### src/rtl/serial_subtractor.sv
// Bit-serial 4-bit subtractor: computes a - b - bin one bit per clock, LSB first,
// with a three-state IDLE/RUN/DONE controller and registered diff/bout results.
module serial_subtractor (
  input  logic       clk,
  input  logic       reset,
  input  logic       start,
  input  logic [3:0] a,
  input  logic [3:0] b,
  input  logic       bin,
  output logic [3:0] diff,
  output logic       bout,
  output logic       busy,
  output logic       done
);

  // Handshake: start is a level request sampled only in IDLE; the edge that
  // sees start=1 in IDLE captures a/b/bin, and done pulses for exactly one
  // cycle when diff/bout are valid. start is ignored in RUN and DONE.
  typedef enum logic [1:0] {
    ST_IDLE = 2'd0,
    ST_RUN  = 2'd1,
    ST_DONE = 2'd2
  } state_t;

  state_t     state_q, state_d;
  logic [3:0] a_q, a_d;
  logic [3:0] b_q, b_d;
  logic [3:0] res_q, res_d;
  logic       brw_q, brw_d;
  logic [1:0] cnt_q, cnt_d;
  logic [3:0] diff_q, diff_d;
  logic       bout_q, bout_d;

  logic       bit_d;
  logic       brw_nx;
  logic [3:0] res_shift;

  // One full-subtractor cell applied to the current LSBs.
  assign bit_d     = a_q[0] ^ b_q[0] ^ brw_q;
  assign brw_nx    = (~a_q[0] & b_q[0]) | (~(a_q[0] ^ b_q[0]) & brw_q);
  assign res_shift = {bit_d, res_q[3:1]};

  always_comb begin
    state_d = state_q;
    a_d     = a_q;
    b_d     = b_q;
    res_d   = res_q;
    brw_d   = brw_q;
    cnt_d   = cnt_q;
    diff_d  = diff_q;
    bout_d  = bout_q;

    case (state_q)
      ST_IDLE: begin
        if (start) begin
          a_d     = a;
          b_d     = b;
          brw_d   = bin;
          cnt_d   = 2'd0;
          state_d = ST_RUN;
        end
      end
      ST_RUN: begin
        res_d = res_shift;
        a_d   = {1'b0, a_q[3:1]};
        b_d   = {1'b0, b_q[3:1]};
        brw_d = brw_nx;
        cnt_d = cnt_q + 2'd1;
        if (cnt_q == 2'd3) begin
          // Last bit: publish the completed word on the same edge.
          diff_d  = res_shift;
          bout_d  = brw_nx;
          state_d = ST_DONE;
        end
      end
      ST_DONE: begin
        state_d = ST_IDLE;
      end
      default: begin
        state_d = ST_IDLE;
      end
    endcase
  end

  always_ff @(posedge clk) begin
    if (reset) begin
      state_q <= ST_IDLE;
      a_q     <= 4'd0;
      b_q     <= 4'd0;
      res_q   <= 4'd0;
      brw_q   <= 1'b0;
      cnt_q   <= 2'd0;
      diff_q  <= 4'd0;
      bout_q  <= 1'b0;
    end else begin
      state_q <= state_d;
      a_q     <= a_d;
      b_q     <= b_d;
      res_q   <= res_d;
      brw_q   <= brw_d;
      cnt_q   <= cnt_d;
      diff_q  <= diff_d;
      bout_q  <= bout_d;
    end
  end

  assign diff = diff_q;
  assign bout = bout_q;
  assign busy = (state_q == ST_RUN);
  assign done = (state_q == ST_DONE);

endmodule

### config.mk
export PLATFORM = sky130hd
export DESIGN_NAME = serial_subtractor
export DESIGN_NICKNAME = d
export VERILOG_FILES = /design/src/rtl/serial_subtractor.sv
export SDC_FILE = /design/constraint.sdc
export NUM_CORES = 1
export LEC_CHECK = 0
export CAP_MARGIN = 25
export CORE_MARGIN = 5
export CORE_UTILIZATION = 53
export DETAILED_ROUTE_END_ITERATION = 7
export PLACE_DENSITY_LB_ADDON = 0.3
export RECOVER_POWER = 25
export SETUP_SLACK_MARGIN = 0.2
export SYNTH_ARGS = -nofsm -noshare
export SYNTH_HDL_FRONTEND = slang
export SYNTH_SLANG_ARGS = --single-unit
### constraint.sdc
create_clock -name clk -period 2.41 [get_ports clk]
set_input_delay 0.482 -clock clk [delete_from_list [all_inputs] [get_ports clk]]
set_output_delay 0.482 -clock clk [all_outputs]
set_load 0.03 [all_outputs]
* Word-level counts from Yosys, hierarchy flattened *
Index checks and enable logic that the tools add are counted.
W data, S select, Z words.

storage, ports and cells
  output and inout bits = 7
  bits in registers = 22
  input port bits = 12
  logic and storage cells = 37

operators by class
  reductions and logical operators = 5
  add/sub/neg operators = 1
  equality and inequality tests = 5
  bitwise gates (word level) = 7
  mux-type cells = 11

operators with widths
  operator               number
  $pmux W4 S2            2
  $mux W4                2
  $pmux W2 S2            2
  $mux W2                3
  $reduce_and A2 Y1      3
  $eq A2 B2 Y1 const B   2
  $add A2 B1 Y2 const B  1
  $and A1 B1 Y1          2
  $eq A2 B1 Y1 const B   1
  $logic_not A2 Y1       1
  $ne A2 B1 Y1 const B   1
  $ne A2 B2 Y1 const B   1
  $not A1 Y1             2
  $pmux W1 S2            1
  $reduce_bool A2 Y1     1
  $xor A1 B1 Y1          2
  $mux W1                1
  $or A1 B1 Y1           1

* Longest topological paths before layout *
Gate-level depths: netlist of run 1.

  depth after elaboration = 5
  gate-level depth with buffers = 5

* Least setup slack after synthesis of run 1 *
No wires, ideal clock.

  path type = register to output
  start point = reg state_q[0]
  end point = out done
  arrival time = 0.928 ns
  path slack = 1.000 ns
  cell stages (with the launch flop) = 3
  cell sequence = dfxtp_1 > buf_6 > nor2b_1

between the ends
  cells in the longest elaborated chain, start to end = 1

ends and longest elaborated chain
  item                      RTL line  text
  start: declaration        25        state_t state_q, state_d;
  start signal: assignment  96        state_q <= state_d;
  $eq A2 B2 Y1              110       assign done = (state_q == ST_DONE);
  end: declaration          13        output logic done

Every way passes these cells.

* Worst setup path after layout of run 1 *
  start point = reg state_q[1]
  end point = out done

Same word-level chain as after synthesis.

==> flow_metrics.tcl, run 1 <==
set metrics [dict create \
    fin_crit_sh_pct 84.9 \
    fin_skew_ns 0.00233 \
    syn2layout_area_growth_pct 21.0 \
    synth-seq-cells 21 \
    synthAdderAreaFrac_pct 3.45 \
    cp-end-kind "primary output" \
    cp-startpoint "state_q[1]" \
    ys.warnings.count 0 \
    critPathMaxStageDelay_ns 0.67 \
    timing.final.hold_violations 0 \
    ios 19 \
    startpoint_type "flop" \
    clock_latency_ns 0.30 \
    hp-class "flop to flop" \
    muxShareOfSynthArea_pct 11.7 \
    nets 126 \
    antenna_cells 0 \
    synth_fp_nets 105 \
    rows 15 \
    fin_setup_tns_ns 0 \
    floorplan.initialDensity_pct 55.2 \
    drc 0 \
    timing.rr.start "state_q[0]" \
    drtAntennaViolNets 0 \
    leakage_nw 0.427 \
    slowest_stage "clkdlybuf4s50_1" \
    ys_seq_area_share_pct 44.6 \
    drt_first_iter_violations 8 \
    io_buffers 18 \
    vias 680 \
    clock-sinks 21 \
    gp_congestion 0.769 \
    relSlewSlack_pct 52.9 \
    syn_area_per_cell_um2 10.4 \
    synth_top_family_by_area "compound AO/OA/AOI/OAI gates" \
    synth-xor-area-share_pct 0 \
    p_per_area_nw_per_um2 572 \
    postCtsHoldBufs 0 \
    antenna_found_initial 0 \
    htreeDepth 1 \
    cts_buffers 3 \
    drive_gt1_share_pct 16.2 \
    drt_wl_total_um 1710 \
    track_usage_pct 14.4 \
    synth_compound_area_share_pct 18.2 \
    grt_max_degree 16 \
    fillCellCount 142 \
    cap_violations 0 \
    clkTransAtPathRegs_ns 0.11 \
    drtPass1Iterations 2 \
    min-delay-start "diff[2]" \
    required_ns 1.93 \
    die_h_um 52.2 \
    clk_path_buf_depth 2 \
    cts_root_buf "clkbuf_4" \
    cts_tree "done" \
    critPathKind "flop to primary output" \
    rsz0062_at_grt "no" \
    wl_per_cell_um 12.6 \
    cts_resized 0 \
    grt_pass1_wl_um 2880 \
    ir_worst_vdd_mv 0.564 \
    final-setup-viol-count 0 \
    synthCells 91 \
    die-area_um2 2720 \
    hpwl_um 1280 \
    status "finished clean" \
    grt_pass1_vias 635 \
    period_needed_ns 2.05 \
    holdWs_ns 0.460 \
    worstMarginPinSlew_ns 0.707 \
    fmax_mhz 489 \
    cp_data_arrival_time_ns 1.56 \
    cp_max_fo 7 \
    synth_area_um2 942 \
    vias_per_cell 5.00 \
    slew_violations 0 \
    regArea_um2 420 \
    cts_setup_buffers 0 \
    multiInputGateArea_um2 450 \
    synth.distinct_cells 22 \
    synth_simple_gate_area_share_pct 15.1 \
    grt_overflow_total 0 \
    crit_path_cell_trace "nor2b_1, clkdlybuf4s50_1" \
    core-area_um2 1710 \
    die_w_um 52.2 \
]
[cells by family after synthesis]
logic type               count (synthesis)
AO/OA/AOI/OAI                           18
buffers and inverters                    9
AND/OR/NAND/NOR                         30
multiplexers                            11
adder cells (fa/ha/maj)                  2
flip-flops                              21
[sequential cells by signal, indices dropped and copies added (netlist names)]
register / cells
bout: 1
b_q: 4
state_q: 2
cnt_q: 2
a_q: 4
diff: 4
res_q: 3
brw_q: 1
[report_power, final]
part           switching (mW)  internal, mW
registers              0.0146         0.366
logic                  0.0518        0.0536
clock network           0.102        0.0645
[cells in the final DEF (no fill, tap or decap), drive strengths merged]
cell type / synthesis / final
dfxtp: 21 / 21
clkdlybuf4s50: 0 / 17
nor2: 16 / 16
mux2i: 11 / 11
a211oi: 8 / 8
a21oi: 5 / 5
clkbuf: 2 / 5
inv: 4 / 4
nand3: 4 / 4
nand2: 4 / 4
a22oi: 3 / 3
buf: 3 / 3
nor3: 2 / 2
nor2b: 2 / 2
nand3b: 1 / 1
o21ba: 1 / 1
o21bai: 1 / 1
nor3b: 1 / 1
fa: 1 / 1
ha: 1 / 1
[synthesized netlist by cell type]
library cell	number	area, µm²
o21ba_4	1	16.3
nor2_2	3	18.8
mux2i_1	11	110
nor3_1	2	10.0
nand3b_1	1	7.51
a22oi_1	3	22.5
nor2b_1	1	6.26
nor2_1	13	48.8
o21bai_1	1	7.51
inv_1	4	15.0
a21oi_1	5	25.0
buf_6	2	22.5
nand3_1	4	20.0
dfxtp_1	21	420
fa_1	1	20.0
buf_12	1	20.0
nand2_1	4	15.0
a211oi_2	8	100
ha_1	1	12.5
clkbuf_1	2	7.51
nor2b_2	1	8.76
nor3b_1	1	7.51
[worst max-delay path: cells and delay by family, from the launching register on]
kind / cells / cell delay [ns]
and+or+nand+nor: 1 / 0.15
buffers and inverters: 1 / 0.67
DFF: 1 / 0.44
[worst paths after layout]
check	end	slack [ns]	cells past startpoint
hold / removal	diff[2]	0.46	2
hold reg to reg	diff[2]	0.46	2
setup reg to reg	b_q[2]	0.42	4
setup / recovery	done	0.36	2
[per-layer routing]
layer	GRT usage (%)	part of all wire, %	vias up
met4	3.83	0.82	0
met2	20.7	46	15
li1	-	-	353
met1	19.5	47	310
met3	6.30	5.8	2
met5	0	0	-
[metrics by stage]
stage                     total power, mW  util (%)  std cells  setup slack (ns)  instance area [µm²]
after floorplan                     0.468         -         91              1.00                  942
after global placement              0.493      65.8        132             0.707                 1120
after detailed placement            0.497      65.8        132             0.674                 1120
after CTS                           0.662      67.3        136             0.356                 1150
after global routing                0.685      66.7        136             0.271                 1140
final                               0.652      66.7        136             0.365                 1140
[layout make-up]
cell class | count | share of cell area, %
Multi-Input combinational cell | 61 | 39.5
Sequential cell | 21 | 36.9
Timing Repair Buffer | 21 | 17.2
Tap cell | 25 | 2.74
Clock buffer | 4 | 2.31
Inverter | 4 | 1.32
Power figures use the tool's default switching activity.
==> run 2: changes to the inputs <==
Settings changed: CORE_UTILIZATION 53 to 49.
Clock period 2.41 ns to 1.95 ns, I/O delays scaled along.
==> flow_metrics.tcl, run 2 (synthesis gave the netlist of run 1 again) <==
set metrics [dict create \
    clock_latency_ns 0.30 \
    fillCellCount 161 \
    antenna_cells 0 \
    crit_path_cell_trace "clkdlybuf4s50_1" \
    post-place-ws_ns 0.302 \
    clock-sinks 21 \
    ios 19 \
    grt_pass1_wl_um 2860 \
    drive_gt1_share_pct 17.1 \
    ff2ff_path_depth 4 \
    fin_crit_sh_pct 87.5 \
    required_ns 1.56 \
    cp_max_fo 2 \
    final-setup-viol-count 0 \
    die_w_um 53.9 \
    layout_common_cells "dfxtp_1 (21), nor2_1 (13), mux2i_1 (11), clkdlybuf4s50_1 (11), a211oi_2 (7)" \
    path_buf_inv 1 \
    layout_setup_ws_ns 0.244 \
    cts_root_buf "clkbuf_4" \
    htreeDepth 1 \
    hpwl_um 1260 \
    worstMarginPinSlew_ns 0.693 \
    cap_violations 0 \
    drtPass1Iterations 4 \
    clk_path_buf_depth 2 \
    grt_max_degree 22 \
    critPathKind "flop to primary output" \
    cts_buffers 3 \
    clkTransAtPathRegs_ns 0.12 \
    cts_setup_buffers 0 \
    grt_overflow_total 0 \
    io_buffers 18 \
    reg2reg_slack_ns 0.35 \
    whs_endpoint "diff[1]" \
    wl_per_cell_um 12.9 \
    hp-class "flop to flop" \
    fin_skew_ns 0.00354 \
    nets 126 \
    syn2layout_area_growth_pct 22.4 \
    ir_worst_vdd_mv 0.381 \
    slowest_stage "clkdlybuf4s50_1" \
    crit_family "buffers and inverters" \
    antenna_found_initial 0 \
    fin_setup_tns_ns 0 \
    timing.final.hold_violations 0 \
    vias_per_cell 5.08 \
    r2r_end "b_q[2]" \
    drtAntennaViolNets 0 \
    gp_congestion 0.687 \
    timing.rr.start "state_q[0]" \
    relSlewSlack_pct 53.8 \
    startpoint_type "flop" \
    grt_pass1_vias 693 \
    cp_data_arrival_time_ns 1.32 \
    floorplan.initialDensity_pct 52.8 \
    fmax_mhz 586 \
    min-delay-start "diff[1]" \
    leakage_nw 0.510 \
    status "finished clean" \
    slew_violations 0 \
    rsz0062_at_grt "yes" \
    drt_first_iter_violations 7 \
    worstHoldPathCells 2 \
    cp-end-kind "primary output" \
    p_per_area_nw_per_um2 706 \
    track_usage_pct 13.7 \
    die-area_um2 2900 \
    rows 15 \
    final_core_util_pct 64.7 \
    final_common_cell "dfxtp_1" \
    vias 691 \
    drc 0 \
    core-area_um2 1780 \
    die_h_um 53.9 \
    cts_tree "done" \
    period_needed_ns 1.71 \
    critPathMaxStageDelay_ns 0.67 \
    p_total_mw 0.815 \
    drt_wl_total_um 1760 \
]
-- run 2: cell type report --
type                       count  area [µm²]  share of cell area [%]
clock buffer                   3        22.5                    1.95
clock inverter                 1        5.00                   0.434
inverter                       4        15.0                    1.30
multi-input combinational     61         445                    38.6
sequential                    21         420                    36.4
tap                           25        31.3                    2.71
timing repair buffer          21         214                    18.5
-- run 2: timing repair --
item                                    CTS  global route
gates resized for setup                   1             6
cloned                                    0             0
endpoints found under the setup margin    1             6
hold buffers                              0             0
endpoints found under the hold margin     0             0
-- run 2: layer usage --
| layer | share of wire, % | wire length [µm] | global-route usage (%) | vias up |
|---|---|---|---|---|
| met3 | 4.9 | 86 | 3.32 | 4 |
| met4 | 1.4 | 25 | 6.38 | 0 |
| li1 | - | - | - | 356 |
| met5 | 0 | 0 | 0 | - |
| met2 | 48 | 840 | 24.0 | 11 |
| met1 | 46 | 804 | 15.4 | 320 |
-- run 2: power by group --
| group | internal [mW] | switching, mW | total (mW) |
|---|---|---|---|
| sequential | 0.452 | 0.0155 | 0.467 |
| combinational | 0.0684 | 0.0683 | 0.137 |
| clock | 0.0765 | 0.134 | 0.211 |
| total | 0.597 | 0.218 | 0.815 |
-- run 2: stage by stage --
stage	instances	hold WS, ns	area (µm²)
4_1_cts	136	0.464	1150
3_5_place_dp	132	0.446	1120
5_1_grt	136	0.494	1150
2_1_floorplan	91	0.443	942
6_report	136	0.459	1150
3_3_place_gp	132	0.443	1120
-- run 2: worst max-delay path by stage --
stage,from,to,cells past startpoint
finish,diff[2],diff[2],1
global route,state_q[1],done,2
CTS,bout,bout,1
detailed placement,state_q[1],done,2
global placement,state_q[1],done,2
floorplan,state_q[0],done,2
